`src/rtl/mux_pkg.sv`:
```
// Shared constants for the registered N:1 multiplexer family.
// Holds the scan FSM state encoding and the mode select values.
package mux_pkg;

  typedef enum logic [1:0] {
    ST_DIRECT    = 2'd0,
    ST_SCAN_CAP  = 2'd1,
    ST_SCAN_WAIT = 2'd2
  } mux_state_t;

  localparam logic MODE_DIRECT = 1'b0;
  localparam logic MODE_SCAN   = 1'b1;

endpackage : mux_pkg

```
`src/rtl/mux_nto1.sv`:
```
// Combinational N:1 slice selector; out-of-range selects clamp to the last channel.
// out_ch reports the channel actually driven onto out_data.
module mux_nto1 #(
  parameter int unsigned NUM_CH = 8,
  parameter int unsigned DATA_W = 8,
  parameter int unsigned SEL_W  = 3
) (
  input  logic [NUM_CH*DATA_W-1:0] in_data,
  input  logic [SEL_W-1:0]         sel,
  output logic [DATA_W-1:0]        out_data,
  output logic [SEL_W-1:0]         out_ch
);

  localparam logic [SEL_W-1:0] LAST_CH = SEL_W'(NUM_CH - 1);

  logic [SEL_W-1:0] w_idx;

  assign w_idx  = (sel > LAST_CH) ? LAST_CH : sel;
  assign out_ch = w_idx;

  // One-hot compare avoids a variable part-select on the packed bus
  always_comb begin
    out_data = '0;
    for (int k = 0; k < int'(NUM_CH); k++) begin
      if (w_idx == SEL_W'(k)) begin
        out_data = in_data[k*DATA_W +: DATA_W];
      end
    end
  end

endmodule : mux_nto1

```
`src/rtl/mux_scan_reg.sv`:
```
// Registered N-channel multiplexer with direct-select and round-robin scan modes.
// A single output stage with valid/ready handshake; a new capture may replace a sample being accepted.
module mux_scan_reg
  import mux_pkg::*;
#(
  parameter int unsigned NUM_CH  = 8,
  parameter int unsigned DATA_W  = 8,
  parameter int unsigned SEL_W   = 3,
  parameter int unsigned DWELL_W = 4
) (
  input  logic                     clk,
  input  logic                     rst_n,
  input  logic [NUM_CH*DATA_W-1:0] in_data,
  input  logic                     mode,
  input  logic [SEL_W-1:0]         sel,
  input  logic                     sel_valid,
  input  logic [DWELL_W-1:0]       dwell,
  output logic [DATA_W-1:0]        out_data,
  output logic [SEL_W-1:0]         out_ch,
  output logic                     out_valid,
  input  logic                     out_ready
);

  localparam logic [SEL_W-1:0] LAST_CH = SEL_W'(NUM_CH - 1);

  mux_state_t         r_state;
  mux_state_t         w_state_nxt;
  logic [SEL_W-1:0]   r_ptr;
  logic [SEL_W-1:0]   w_ptr_nxt;
  logic [DWELL_W-1:0] r_cnt;
  logic [DWELL_W-1:0] w_cnt_nxt;

  logic [DATA_W-1:0]  r_out_data;
  logic [SEL_W-1:0]   r_out_ch;
  logic               r_out_valid;

  logic               w_slot_free;
  logic               w_cap;
  logic [SEL_W-1:0]   w_cap_sel;
  logic [DATA_W-1:0]  w_mux_data;
  logic [SEL_W-1:0]   w_mux_ch;

  assign w_slot_free = !r_out_valid || out_ready;

  mux_nto1 #(
    .NUM_CH (NUM_CH),
    .DATA_W (DATA_W),
    .SEL_W  (SEL_W)
  ) u_sel (
    .in_data  (in_data),
    .sel      (w_cap_sel),
    .out_data (w_mux_data),
    .out_ch   (w_mux_ch)
  );

  // Next-state, scan pointer, dwell counter and capture request
  always_comb begin
    w_state_nxt = r_state;
    w_ptr_nxt   = r_ptr;
    w_cnt_nxt   = r_cnt;
    w_cap       = 1'b0;
    w_cap_sel   = r_ptr;

    case (r_state)
      ST_DIRECT: begin
        if (mode == MODE_SCAN) begin
          w_state_nxt = ST_SCAN_CAP;
          w_ptr_nxt   = '0;
          w_cnt_nxt   = '0;
        end else begin
          w_cap_sel = sel;
          w_cap     = sel_valid && w_slot_free;
        end
      end

      ST_SCAN_CAP: begin
        if (mode == MODE_DIRECT) begin
          w_state_nxt = ST_DIRECT;
        end else if (w_slot_free) begin
          w_cap     = 1'b1;
          w_ptr_nxt = (r_ptr == LAST_CH) ? '0 : r_ptr + 1'b1;
          if (dwell != '0) begin
            w_cnt_nxt   = dwell;
            w_state_nxt = ST_SCAN_WAIT;
          end
        end
      end

      ST_SCAN_WAIT: begin
        if (mode == MODE_DIRECT) begin
          w_state_nxt = ST_DIRECT;
        end else if (r_cnt <= DWELL_W'(1)) begin
          w_cnt_nxt   = '0;
          w_state_nxt = ST_SCAN_CAP;
        end else begin
          w_cnt_nxt = r_cnt - 1'b1;
        end
      end

      default: begin
        w_state_nxt = ST_DIRECT;
      end
    endcase
  end

  // Control state register
  always_ff @(posedge clk or negedge rst_n) begin
    if (!rst_n) begin
      r_state <= ST_DIRECT;
      r_ptr   <= '0;
      r_cnt   <= '0;
    end else begin
      r_state <= w_state_nxt;
      r_ptr   <= w_ptr_nxt;
      r_cnt   <= w_cnt_nxt;
    end
  end

  // Output stage: capture wins over drain so a handshake plus capture keeps valid high
  always_ff @(posedge clk or negedge rst_n) begin
    if (!rst_n) begin
      r_out_data  <= '0;
      r_out_ch    <= '0;
      r_out_valid <= 1'b0;
    end else if (w_cap) begin
      r_out_data  <= w_mux_data;
      r_out_ch    <= w_mux_ch;
      r_out_valid <= 1'b1;
    end else if (r_out_valid && out_ready) begin
      r_out_valid <= 1'b0;
    end
  end

  assign out_data  = r_out_data;
  assign out_ch    = r_out_ch;
  assign out_valid = r_out_valid;

endmodule : mux_scan_reg

```
`config.mk`:
```
export PLATFORM = sky130hd
export DESIGN_NAME = mux_scan_reg
export DESIGN_NICKNAME = d
export VERILOG_FILES = /design/src/rtl/mux_pkg.sv /design/src/rtl/mux_nto1.sv /design/src/rtl/mux_scan_reg.sv
export SDC_FILE = /design/constraint.sdc
export NUM_CORES = 1
export LEC_CHECK = 0
export CAP_MARGIN = 25
export CELL_PAD_IN_SITES_DETAIL_PLACEMENT = 2
export CELL_PAD_IN_SITES_GLOBAL_PLACEMENT = 2
export CORE_UTILIZATION = 35
export CTS_BUF_LIST = sky130_fd_sc_hd__clkbuf_16
export CTS_CLUSTER_DIAMETER = 30
export DETAILED_ROUTE_END_ITERATION = 10
export DONT_BUFFER_PORTS = 1
export PLACE_DENSITY_LB_ADDON = 0.1
export SYNTH_ARGS = -nofsm -noshare
export SYNTH_HDL_FRONTEND = slang
export SYNTH_SLANG_ARGS = --single-unit
```
`constraint.sdc`:
```
create_clock -name clk -period 2.5 [get_ports clk]
set_input_delay 0.375 -clock clk [delete_from_list [all_inputs] [get_ports clk]]
set_output_delay 0.375 -clock clk [all_outputs]
set_load 0.005 [all_outputs]
```
==> impl_metrics.yaml, run 1 <==
outcome:
  outcome: "finished, final reports clean"
synth:
  async_flop_share: 1.00
  syn_avg_cell_area_sq_um: 8.22
  dominantRegCellSynth: "dfrtp_1"
  ys_seq_area_frac: 0.248
  netlist_area_sq_um: 2120
  syn-num-nets: 342
  synth_edf_count: 0
  synth_warnings: 0
  synth_cell_types: 48
  ys_ff_latch: 21
  syn-instance-count: 258
critical_path:
  timing.critical_path.to: "out_data[5]"
  cp.arrival_ns: 2.55
  crit_slowest_cell: "a2111oi_1"
  crit_chain: "inv_1 > ha_1 > nor2b_4 > o21ai_2 > a22o_1 > a2111oi_1 > a311oi_1"
  required_ns: 2.62
  start_kind: "register"
  r2r_cells: 7
  worstSetupEndpointType: "register"
  rr_endpoint: "out_data[5]"
  worstSetupPathType: "reg2reg"
  critical_path.max_stage_delay_ns: 0.55
  startpoint: "r_state[0]"
  r2r_setup_slack_ns: 0.07
  r2r_start: "r_state[0]"
  critPathMaxFanout: 16
cts:
  cts_tree: "yes"
  clk_path_buf_depth: 2
  clk_transition_reported_paths_ns: 0.06
  clock-sinks: 21
  htreeDepth: 1
  post_cts_buffers: 0
  cts_root_buf: "clkbuf_16"
  worstSkewPairLatency_ns: 0.26
  cts_buffers: 3
floorplan:
  start_util: 0.373
  dieWidth_um: 79.8
  io_pins: 88
  die-area_sq_um: 6370
  rows: 27
  die_h_um: 79.8
  core_area_sq_um: 5680
timing:
  hold_viol_final: 0
  setup_violations: 0
  tightestPinTransition_ns: 0.855
  final.min_clock_period_ns: 2.43
  fin_skew_ns: 0.00243
  period_share: 0.972
  whs_ns: 0.310
  maxSlewHeadroom: 0.427
  rsz0062_at_grt: "yes"
  fmax_mhz: 412
  drv_slew: 0
  fin_setup_tns_ns: 0
route:
  drc: 0
  wl_per_cell_um: 22.9
  drt_iter0_drc: 67
  ant_nets: 0
  viasPerCell: 6.33
  wl_um: 7510
  vias: 2077
  dr.pass1.iters: 4
grt:
  grt_max_degree: 30
  grt_usage: 0.245
  grt_pass1_vias: 2235
  grt_first_pass_wirelength_um: 12000
  grt_remaining_overflow: 0
  antenna_found_initial: 0
power_and_ir_drop:
  vdd_ir_drop_max_v: 0.000334
  p_per_area_nw_per_um2: 1130
  leakage_uw: 0.000860
place:
  dp_hpwl_um: 5680
  port_buffers: 0
  place_congestion: 0.828
final_layout:
  nets: 341
  fillers: 659
  drive_gt1_frac: 0.109
  syn_to_final_growth_pct: 7.85
  n_antenna_cell: 0
worst_hold_path:
  hold_path_class: "in2reg"
job:
  cap_violations: 0
[worst max-delay path, delay by kind of cell (launching register included)]
family	cells	cell delay (ns)
DFF	1	0.42
buffers and inverters	1	0.10
and+or+nand+nor	1	0.33
adders and majority gates	1	0.20
AOI/OAI and AO/OA	4	1.23
[kinds of logic (layout without fill, tap and decap cells)]
group	count (synthesis)	in the layout	share of synthesized area
fa+ha+maj	8	8	0.0472
mux	5	5	0.0283
buf+inv	34	32	0.0832
xor+xnor	1	1	0.00413
flops	21	21	0.248
compound gates	117	117	0.386
simple gates	72	72	0.203
[area by class of cell]
type | instances | area (sq um) | share of cell area
clock buffer | 3 | 75.1 | 0.0328
clock inverter | 1 | 5.00 | 0.00219
inverter | 15 | 56.3 | 0.0246
multi-input combinational | 203 | 1430 | 0.624
sequential | 21 | 526 | 0.230
tap | 72 | 90.1 | 0.0394
timing repair buffer | 13 | 108 | 0.0471
[synth_stat cells, types with 2 or more instances]
cell type / n / area share
nor4bb_1: 8 / 0.038
a21o_1: 8 / 0.028
nand3_1: 3 / 0.0071
o21ai_1: 2 / 0.0047
buf_2: 8 / 0.019
a22o_1: 8 / 0.033
a21oi_1: 26 / 0.061
nor2_1: 11 / 0.019
buf_6: 2 / 0.011
clkbuf_1: 5 / 0.0089
o22ai_1: 16 / 0.047
inv_1: 15 / 0.027
mux2i_1: 2 / 0.0094
ha_1: 8 / 0.047
nand2_1: 17 / 0.030
nand4bb_1: 2 / 0.011
buf_4: 2 / 0.0071
a311oi_1: 8 / 0.033
o31ai_1: 4 / 0.014
o21a_1: 8 / 0.028
a31oi_1: 9 / 0.027
a2111oi_1: 7 / 0.033
nand3b_1: 4 / 0.014
o21ai_0: 14 / 0.033
nor3_1: 2 / 0.0047
dfrtp_1: 21 / 0.25
nand2b_1: 17 / 0.050
[layer usage]
layer / part of all wire / routed length [um] / GRT usage
met2: 0.47 / 3570 / 0.411
met4: 0.016 / 119 / 0.0607
met5: 0 / 0 / 0
met3: 0.062 / 469 / 0.0457
met1: 0.45 / 3360 / 0.323
[where the power goes]
group	total, uW	leakage, uW	switching (uW)	internal (uW)
clock	355	0.0000409	140	216
sequential	663	0.000259	163	500
combinational	1580	0.000561	938	638
total	2590	0.000860	1240	1350
[sequential cells by signal (all words and copies together), names as in the netlist]
signal / cells
r_ptr: 3
r_state: 2
out_data: 8
r_cnt: 4
out_ch: 3
out_valid: 1
[worst min-delay path by stage]
stage	startpoint	end	cells past startpoint
after floorplan	rst_n	out_ch[0]	0
after global placement	rst_n	r_cnt[1]	0
after detailed placement	rst_n	r_cnt[1]	0
after CTS	dwell[0]	r_cnt[0]	2
after global routing	dwell[3]	r_cnt[3]	2
final	dwell[0]	r_cnt[0]	2
[placed cells by master (no fill, tap or decap), types with 2 or more instances in the layout]
master	n
ha_1	8
nor2_1	11
o22ai_1	16
dfrtp_1	21
o31ai_1	4
o21a_1	8
buf_4	11
a22o_1	8
a2111oi_1	6
nand3_1	3
a21o_1	8
nand3b_1	4
nor3_1	2
nand2b_1	17
nand4bb_1	2
nor4bb_1	8
inv_1	15
nand2_1	17
a21oi_1	25
a311oi_1	8
a2111oi_2	2
o21ai_0	14
a31oi_1	9
clkbuf_16	3
mux2i_1	2
o21ai_1	2
[timing repair]
action / 4_1_cts / 5_1_grt
setup endpoints to repair: 0 / 5
hold endpoints to repair: 21 / 0
resized for setup: 0 / 1
hold buffers: 1 / 0
[metrics by stage]
step                utilization  setup slack, ns  power [uW]  cells  cell area [sq um]
floorplan                     -            0.372        1800    258               2120
global placement          0.383            0.171        2170    322               2180
detailed placement        0.383            0.105        2210    322               2180
CTS                       0.399           0.0860        2600    327               2270
global route              0.403          -0.0754        2810    328               2290
finish                    0.403           0.0708        2590    328               2290
Note: power is estimated with default switching activity, not from simulation.
==> run 2, diff against run 1 <==
Settings changed: ABC_AREA set to 1, CORE_UTILIZATION 35 to 33.
==> run 2 against run 1 <==
  * Area after synthesis decreased by 12%
  * Maximum frequency increased by 7.1%
  * Routed wire length decreased by 20%
  * Global-route usage decreased by 3.7 points
  * Synthesized cell count unchanged
  * Sequential power decreased by 11%
  * Critical endpoint is now out_data[1]
  * Largest power group unchanged
  * Highest routed layer unchanged
==> impl_metrics.yaml, run 2 <==
synth:
  ys_seq_area_frac: 0.281
  async_flop_share: 1.00
  synth.most_common_cell: "nand2_1"
  synthTopCellsByCount: "nand2_1 (62), inv_1 (32), nand4_1 (32), dfrtp_1 (21)"
  synth_cell_types: 33
  syn-num-nets: 342
  syn-instance-count: 258
  dominantRegCellSynth: "dfrtp_1"
  netlist.area_leader.share: 0.281
  ys_ff_latch: 21
  netlist_area_sq_um: 1870
  syn_avg_cell_area_sq_um: 7.26
  yosys.area.top_type: "dfrtp_1"
  synth_warnings: 0
  synth_edf_count: 0
  synthTopCellsByArea: "dfrtp_1 (28%), nand2_1 (12%), nand4_1 (11%)"
route:
  viasPerCell: 5.42
  ant_nets: 0
  drc: 0
  wl_um: 5990
  vias: 1778
  dr.pass1.iters: 4
  drt_iter0_drc: 58
  wl_per_cell_um: 18.3
job:
  cap_violations: 0
timing:
  setup_violations: 0
  rsz0062_at_grt: "no"
  fmax_mhz: 441
  tightestPinTransition_ns: 0.647
  fin_skew_ns: 0.00644
  drv_slew: 0
  period_share: 0.907
  hold_viol_final: 0
  final.min_clock_period_ns: 2.27
  maxSlewHeadroom: 0.567
  fin_setup_tns_ns: 0
power_and_ir_drop:
  p_int_uw: 1190
  power.total_uw: 2490
  p_sw_frac: 0.521
  leakage_uw: 0.000942
  vdd_ir_drop_max_v: 0.000352
  clkPwrFrac: 0.147
  pwr-share-seq: 0.238
  switchingPower_uw: 1290
  p_comb_frac: 0.615
  p_per_area_nw_per_um2: 1240
critical_path:
  worstSetupPathType: "reg2reg"
  path_delay_family: "simple AND/OR/NAND/NOR gates"
  critPathMaxFanout: 22
  r2r_setup_slack_ns: 0.23
  crit_buf_inv: 2
  start_kind: "register"
  cp.arrival_ns: 2.47
  worstSetupEndpointType: "register"
  crit_slowest_cell: "dfrtp_1"
  crit_chain: "inv_1 > ha_2 > nand2_8 > o21ai_4 > buf_4 > nand4_1 > nand3_1 > nor2_1 > nand4_1 > nand2_1 > nand2_1"
  required_ns: 2.70
  critical_path.max_stage_delay_ns: 0.41
cts:
  clock-sinks: 21
  cts_tree: "yes"
  worstSkewPairLatency_ns: 0.27
  cts_buffers: 3
  clk_transition_reported_paths_ns: 0.07
  cts_root_buf: "clkbuf_16"
  post_cts_buffers: 0
  clk_path_buf_depth: 2
  htreeDepth: 1
floorplan:
  dieWidth_um: 77.3
  io_pins: 88
  die_h_um: 77.3
  die-area_sq_um: 5980
  core_area_sq_um: 5470
  rows: 27
  start_util: 0.342
final_layout:
  finish.utilization: 0.366
  drive_gt1_frac: 0.102
  fillers: 672
  final_cell_mix: "nand2_1 (62), inv_1 (32), nand4_1 (32)"
  n_antenna_cell: 0
  syn_to_final_growth_pct: 6.95
  largest_register_ffs: 8
  final_common_cell: "nand2_1"
  nets: 341
place:
  place_congestion: 0.809
  dp_hpwl_um: 4680
  port_buffers: 0
outcome:
  outcome: "finished, final reports clean"
grt:
  grt_remaining_overflow: 0
  antenna_found_initial: 0
  grt_first_pass_wirelength_um: 9650
  grt_usage: 0.209
  grt_max_degree: 23
  grt_pass1_vias: 1831
worst_hold_path:
  hold_path_class: "in2reg"
==> run 2: cells by family after synthesis <==
group	count (synthesis)	share of synthesized area
buf+inv	45	0.126
compound gates	39	0.118
fa+ha+maj	8	0.0534
flops	21	0.281
xor+xnor	2	0.00935
simple gates	143	0.412
==> run 2: layer usage <==
metal,vias to the layer above,track usage,wire [um]
li1,872,-,-
met1,854,0.286,2810
met2,48,0.320,2750
met3,4,0.0576,366
met4,0,0.0566,65
met5,-,0,0
==> run 2: path summary, 6_finish.rpt <==
check	from	to	depth (start not counted)
setup / recovery	r_state[0]	out_data[1]	11
hold / removal	mode	r_state[1]	2
setup reg to reg	r_state[0]	out_data[1]	11
hold reg to reg	out_ch[1]	out_ch[1]	2
max in group asynchronous	rst_n	out_data[3]	2
min in group asynchronous	rst_n	r_cnt[0]	1
==> run 2: repair_timing <==
item,4_1_cts,5_1_grt
endpoints found under the hold margin,21,0
gates resized for setup,0,1
hold buffers,1,0
setup endpoints to repair,0,8
==> run 2: power groups by stage <==
| stage | Clock (uW) | Combinational, uW | Sequential [uW] |
|---|---|---|---|
| floorplan | 0 | 1270 | 565 |
| global placement | 0 | 1480 | 597 |
| detailed placement | 0 | 1520 | 596 |
| CTS | 378 | 1530 | 596 |
| global route | 381 | 1740 | 614 |
| finish | 367 | 1530 | 592 |
==> run 2: layout make-up <==
class | instances | area [sq um] | share of cell area
Sequential cell | 21 | 526 | 0.262
Inverter | 33 | 126 | 0.0631
Clock buffer | 3 | 75.1 | 0.0375
Timing Repair Buffer | 6 | 65.1 | 0.0325
Multi-Input combinational cell | 192 | 1110 | 0.556
Tap cell | 72 | 90.1 | 0.0450
Clock inverter | 1 | 7.51 | 0.00375
==> run 2: stage by stage <==
stage	hold slack, ns	area, sq um	setup slack [ns]	instances
final	0.292	2000	0.231	328
after global routing	0.320	2000	0.0155	328
after CTS	0.293	1980	0.0612	327
after detailed placement	0.0799	1880	0.0833	322
after global placement	0.0798	1880	0.185	322
after floorplan	0.0794	1870	0.743	258
